`src/rtl/id_ex_stage_reg.sv`:
```
// id_ex_stage_reg: decode -> execute pipeline register.
//   Holds every field the execute stage needs for one instruction. It also owns
//   the {Z,C,N,V} status register, which is written from the ALU status output.
//   The C flag is returned to the ALU as ex_carry.
// Ports:
//   clk, rst_n        : rising-edge clock, async active-low reset
//   stall, flush      : hold stage / insert bubble (flush wins)
//   id_*              : decode-stage fields for the incoming instruction
//   ex_*              : registered copies of id_* for the execute stage
//   alu_sr            : ALU status {Z,C,N,V} for the instruction now in EX
//   sr, ex_carry      : architectural status register and its C bit
// Optional feature (macro ID_EX_BUBBLE_CNT_EN):
//   bubble_cnt        : saturating count of bubbles entering EX
module id_ex_stage_reg #(
  parameter int DW = 32
) (
  input  logic          clk,
  input  logic          rst_n,
  input  logic          stall,
  input  logic          flush,
  input  logic          id_valid,
  input  logic          id_wb_en,
  input  logic          id_mem_r_en,
  input  logic          id_mem_w_en,
  input  logic          id_b,
  input  logic          id_s,
  input  logic          id_imm,
  input  logic [3:0]    id_exe_cmd,
  input  logic [DW-1:0] id_pc,
  input  logic [DW-1:0] id_val_rn,
  input  logic [DW-1:0] id_val_rm,
  input  logic [11:0]   id_shift_operand,
  input  logic [23:0]   id_imm24,
  input  logic [3:0]    id_dest,
  output logic          ex_valid,
  output logic          ex_wb_en,
  output logic          ex_mem_r_en,
  output logic          ex_mem_w_en,
  output logic          ex_b,
  output logic          ex_s,
  output logic          ex_imm,
  output logic [3:0]    ex_exe_cmd,
  output logic [DW-1:0] ex_pc,
  output logic [DW-1:0] ex_val_rn,
  output logic [DW-1:0] ex_val_rm,
  output logic [11:0]   ex_shift_operand,
  output logic [23:0]   ex_imm24,
  output logic [3:0]    ex_dest,
  input  logic [3:0]    alu_sr,
  output logic [3:0]    sr,
`ifdef ID_EX_BUBBLE_CNT_EN
  output logic [15:0]   bubble_cnt,
`endif
  output logic          ex_carry
);

  typedef struct packed {
    logic          valid;
    logic          wb_en;
    logic          mem_r_en;
    logic          mem_w_en;
    logic          b;
    logic          s;
    logic          imm;
    logic [3:0]    exe_cmd;
    logic [DW-1:0] pc;
    logic [DW-1:0] val_rn;
    logic [DW-1:0] val_rm;
    logic [11:0]   shift_operand;
    logic [23:0]   imm24;
    logic [3:0]    dest;
  } stage_t;

  stage_t     id_pkt;
  stage_t     stage_d, stage_q;
  logic [3:0] sr_d, sr_q;

  always_comb begin
    id_pkt.valid         = id_valid;
    id_pkt.wb_en         = id_wb_en;
    id_pkt.mem_r_en      = id_mem_r_en;
    id_pkt.mem_w_en      = id_mem_w_en;
    id_pkt.b             = id_b;
    id_pkt.s             = id_s;
    id_pkt.imm           = id_imm;
    id_pkt.exe_cmd       = id_exe_cmd;
    id_pkt.pc            = id_pc;
    id_pkt.val_rn        = id_val_rn;
    id_pkt.val_rm        = id_val_rm;
    id_pkt.shift_operand = id_shift_operand;
    id_pkt.imm24         = id_imm24;
    id_pkt.dest          = id_dest;
  end

  // Flush has priority over stall; a bubble clears data fields as well as controls.
  always_comb begin
    stage_d = id_pkt;
    if (flush)      stage_d = '0;
    else if (stall) stage_d = stage_q;
  end

  // Flags commit when the S-instruction leaves EX. A flush only replaces the
  // incoming instruction, so it does not block this write.
  always_comb begin
    sr_d = sr_q;
    if (stage_q.valid && stage_q.s && !stall) sr_d = alu_sr;
  end

  always_ff @(posedge clk or negedge rst_n) begin
    if (!rst_n) begin
      stage_q <= '0;
      sr_q    <= '0;
    end else begin
      stage_q <= stage_d;
      sr_q    <= sr_d;
    end
  end

`ifdef ID_EX_BUBBLE_CNT_EN
  logic [15:0] bubble_cnt_d, bubble_cnt_q;

  always_comb begin
    bubble_cnt_d = bubble_cnt_q;
    if ((flush || (!stall && !id_valid)) && bubble_cnt_q != 16'hFFFF)
      bubble_cnt_d = bubble_cnt_q + 16'd1;
  end

  always_ff @(posedge clk or negedge rst_n) begin
    if (!rst_n) bubble_cnt_q <= '0;
    else        bubble_cnt_q <= bubble_cnt_d;
  end

  assign bubble_cnt = bubble_cnt_q;
`endif

  assign ex_valid         = stage_q.valid;
  assign ex_wb_en         = stage_q.wb_en;
  assign ex_mem_r_en      = stage_q.mem_r_en;
  assign ex_mem_w_en      = stage_q.mem_w_en;
  assign ex_b             = stage_q.b;
  assign ex_s             = stage_q.s;
  assign ex_imm           = stage_q.imm;
  assign ex_exe_cmd       = stage_q.exe_cmd;
  assign ex_pc            = stage_q.pc;
  assign ex_val_rn        = stage_q.val_rn;
  assign ex_val_rm        = stage_q.val_rm;
  assign ex_shift_operand = stage_q.shift_operand;
  assign ex_imm24         = stage_q.imm24;
  assign ex_dest          = stage_q.dest;
  assign sr               = sr_q;
  assign ex_carry         = sr_q[2];

endmodule

```
`config.mk`:
```
export PLATFORM = sky130hd
export DESIGN_NAME = id_ex_stage_reg
export DESIGN_NICKNAME = d
export VERILOG_FILES = /design/src/rtl/id_ex_stage_reg.sv
export SDC_FILE = /design/constraint.sdc
export NUM_CORES = 1
export LEC_CHECK = 0
export BUFFER_PORTS_ARGS = -buffer_cell sky130_fd_sc_hd__buf_2
export CORE_ASPECT_RATIO = 0.75
export CORE_UTILIZATION = 40
export CTS_BUF_LIST = sky130_fd_sc_hd__clkbuf_4
export CTS_CLUSTER_DIAMETER = 100
export DETAILED_ROUTE_END_ITERATION = 16
export PLACE_DENSITY_LB_ADDON = 0.05
export SKIP_LAST_GASP = 1
export SYNTH_ARGS = -nofsm -noshare
export SYNTH_HDL_FRONTEND = slang
export SYNTH_SLANG_ARGS = --single-unit
```
`constraint.sdc`:
```
create_clock -name clk -period 1.2 [get_ports clk]
set_input_delay 0.12 -clock clk [delete_from_list [all_inputs] [get_ports clk]]
set_output_delay 0.12 -clock clk [all_outputs]
set_load 0.01 [all_outputs]
```
==> flow_metrics.py <==
metrics = {
    "pwr": {
        "powerDensity_nw_per_um2": 1059,
        "pwr-share-comb": 0.214,
        "switching_share": 0.2728,
        "intPower_w": 0.008243,
        "leakage_nw": 5.960,
        "clockPowerShare": 0.294,
        "fin_total_pwr_w": 0.01133,
        "pwr-share-seq": 0.492,
        "max-vdd-ir-drop_mv": 0.7728,
        "net-switching-power_w": 0.003092,
    },
    "sta": {
        "worst_pin_slew_ns": 0.3564,
        "finalSetupViolations": 77,
        "worst_slack_ns": -0.04004,
        "period_minus_slack_ns": 1.240,
        "relSlewSlack": 0.7624,
        "finalHoldViolations": 0,
        "slew_violations": 0,
        "rsz0062_at_grt": "true",
        "fin_crit_sh": 1.033,
        "fmax_mhz": 806.4,
        "finClkSkew_ns": 0.0003325,
    },
    "placement": {
        "port_buffers": 306,
        "numPlacedInstances": 984,
        "hpwlAfterDp_mm": 11.62,
        "post-place-ws_ns": 0.1268,
        "gp_congestion": 0.7886,
    },
    "worst_setup_path": {
        "regToRegEndpoint": "sr[1]",
        "critPathRequiredTime_ns": 1.08,
        "cp_num_buf_inv": 1,
        "r2r_cells": 4,
        "crit_family": "flip-flops",
        "regToRegStartpoint": "ex_valid",
        "end_kind": "output port",
        "cp_max_fo": 2,
        "worst_path_max_delay_cell": "dfrtp_1",
        "crit_type": "flip-flop to output port",
        "path_cells": "buf_2",
        "r2r_setup_slack_ns": -0.03,
        "critPathMaxStageDelay_ns": 0.42,
        "crit_arrival_ns": 1.12,
        "start_kind": "flip-flop",
    },
    "clock_tree": {
        "insertion_delay_ns": 0.54,
        "cts_tree": "done",
        "ctsHtreeMaxLevel": 4,
        "cts_buffers": 17,
        "clk_pin_slew_ns": 0.14,
        "cts_sinks": 151,
        "clockRootBuffer": "clkbuf_4",
        "clk_path_buf_depth": 2,
    },
    "hold_path": {
        "min-delay-start": "alu_sr[3]",
        "hold_path_depth": 3,
        "hp-class": "input pin to flip-flop",
        "min_to": "sr[3]",
    },
    "synthesis": {
        "seq_area_frac_synth": 0.6038,
        "synth_most_common_cell": "dfrtp_1",
        "yosys.area_share.simple": 0.09136,
        "synth_edf_count": 0,
        "synth-compound-area-share": 0,
        "synth.net_count": 639,
        "synth_top_family_by_area": "multiplexers",
        "synthDominantCellAreaShare": 0.6038,
        "ys_types": 10,
        "synth_top_cells_by_area": "dfrtp_1 (60%), mux2i_1 (24%), nor2_1 (8.8%), buf_12 (4.5%), buf_2 (0.88%)",
        "yosys_register_bits": 151,
        "yosys.area.top_type": "dfrtp_1",
        "synth_common_cells": "dfrtp_1 (151), mux2i_1 (147), nor2_1 (147)",
        "synthXorXnorAreaFrac": 0,
        "synth_fa_ha_area_frac": 0,
        "synth-async-reset-ratio": 1.000,
        "avgSynthCellArea_um2": 12.93,
        "syn_inst": 484,
        "synth.area.mux_share": 0.2423,
        "yosys_warnings": 0,
        "syn-cell-area_um2": 6259,
        "synth_top_flop_cell": "dfrtp_1",
    },
    "floorplan": {
        "io_pins": 307,
        "die_h_um": 110.3,
        "die_width_um": 146.4,
        "start_util": 0.4098,
        "die-area_um2": 16160,
        "num_rows": 39,
        "coreArea_um2": 15270,
    },
    "detailed_routing": {
        "drt-pass1-iter-count": 4,
        "wl_mm": 18.53,
        "dr_total_vias": 5589,
        "drt_iter0_markers": 236,
        "wire_per_inst_um": 14.90,
        "drc": 0,
        "vias_per_cell": 4.493,
        "ant_nets": 0,
    },
    "cells_and_area": {
        "area_growth_pct": 70.99,
        "num_antenna_cells": 0,
        "nets": 1181,
        "final_cell_count_no_fill": 1244,
        "drive_gt1_frac": 0.4206,
    },
    "global_routing": {
        "grt_first_pass_wirelength_mm": 27.78,
        "grt_antenna_before_repair": 0,
        "grt_pass1_vias": 5622,
        "overflow": 0,
        "grtUsageTotal": 0.2234,
        "grt_max_degree": 44,
    },
    "run_status": {
        "failed_checks": "setup timing",
        "status": "finished, violations left",
    },
    "run": {
        "maxCapViolations": 0,
    },
}
==> tightest hold or removal path: cells and delay by family <==
kind | cells | cell delay [ns]
buffers and inverters | 2 | 0.61
muxes | 1 | 0.13
==> sequential cells by signal, summed over array words and instances (netlist names), 4 cells and up <==
name and flops:
ex_pc 32, ex_val_rm 32, ex_val_rn 32, ex_imm24 24, ex_shift_operand 12, ex_dest 4
ex_exe_cmd 4, sr 4
==> layout make-up <==
cell class | count | area, µm²
Fill cell | 1088 | 4572
Timing Repair Buffer | 557 | 4272
Sequential cell | 151 | 3779
Multi-Input combinational cell | 299 | 2088
Tap cell | 205 | 256.5
Clock inverter | 15 | 178.9
Clock buffer | 17 | 127.6
==> layer usage <==
metal / part of all wire / up-vias / track usage
met1: 0.41 / 2637 / 0.2638
met5: 0 / - / 0
met3: 0.064 / 42 / 0.06790
met2: 0.50 / 211 / 0.3816
li1: - / 2699 / -
met4: 0.028 / 0 / 0.09896
==> worst max path at each step <==
stage | cells after the start | endpoint | start | slack, ns
2_1_floorplan | 2 | sr[0] | ex_s | 0.21
3_3_place_gp | 4 | ex_val_rm[7] | stall | 0.14
3_5_place_dp | 4 | ex_val_rm[15] | stall | 0.13
4_1_cts | 1 | ex_dest[1] | ex_dest[1] | -0.11
5_1_grt | 1 | ex_dest[1] | ex_dest[1] | -0.13
6_report | 1 | ex_shift_operand[10] | ex_shift_operand[10] | -0.04
==> cells by family (layout without fill, tap and decap cells) <==
| family | Yosys count | after routing |
|---|---|---|
| buffers and inverters | 34 | 589 |
| DFF | 151 | 151 |
| muxes | 151 | 151 |
| and+or+nand+nor | 148 | 148 |
==> per-stage QoR <==
stage	hold slack, ns	utilization	instance area, µm²	setup TNS, ns
final	0.3384	0.7007	10700	-0.8802
after global routing	0.2763	0.7007	10700	-15.34
after CTS	0.004710	0.6694	10220	-9.386
after detailed placement	0.04058	0.5227	7983	0
after global placement	0.03881	0.5227	7983	0
after floorplan	-0.1756	-	6259	0
==> placed cells by master (no fill, tap or decap) <==
cell type      instances
buf_12                11
buf_2                253
buf_4                 86
buf_6                 51
bufinv_16              3
clkbuf_4              17
clkbuf_8               1
clkinv_1               2
clkinv_4               3
clkinvlp_4             5
dfrtp_1              151
dlygate4sd3_1        155
inv_6                  2
mux2_2                 4
mux2i_1              147
nand3b_4               1
nor2_1               147
==> power groups by stage <==
stage | Combinational (W) | Clock, W | Sequential [W]
final | 0.00243 | 0.00333 | 0.00558
after global routing | 0.00263 | 0.00367 | 0.00561
after detailed placement | 0.00169 | 0 | 0.00565
after global placement | 0.00166 | 0 | 0.00564
after CTS | 0.00224 | 0.00347 | 0.00557
after floorplan | 0.000734 | 0 | 0.00580
==> what timing repair did <==
action | in CTS | in global routing
hold buffers | 154 | 1
hold endpoints to repair | 302 | 1
gates resized for setup | 38 | 16
setup endpoints to repair | 152 | 152
setup buffers | 24 | 49
(Power assumes the default switching activity.)
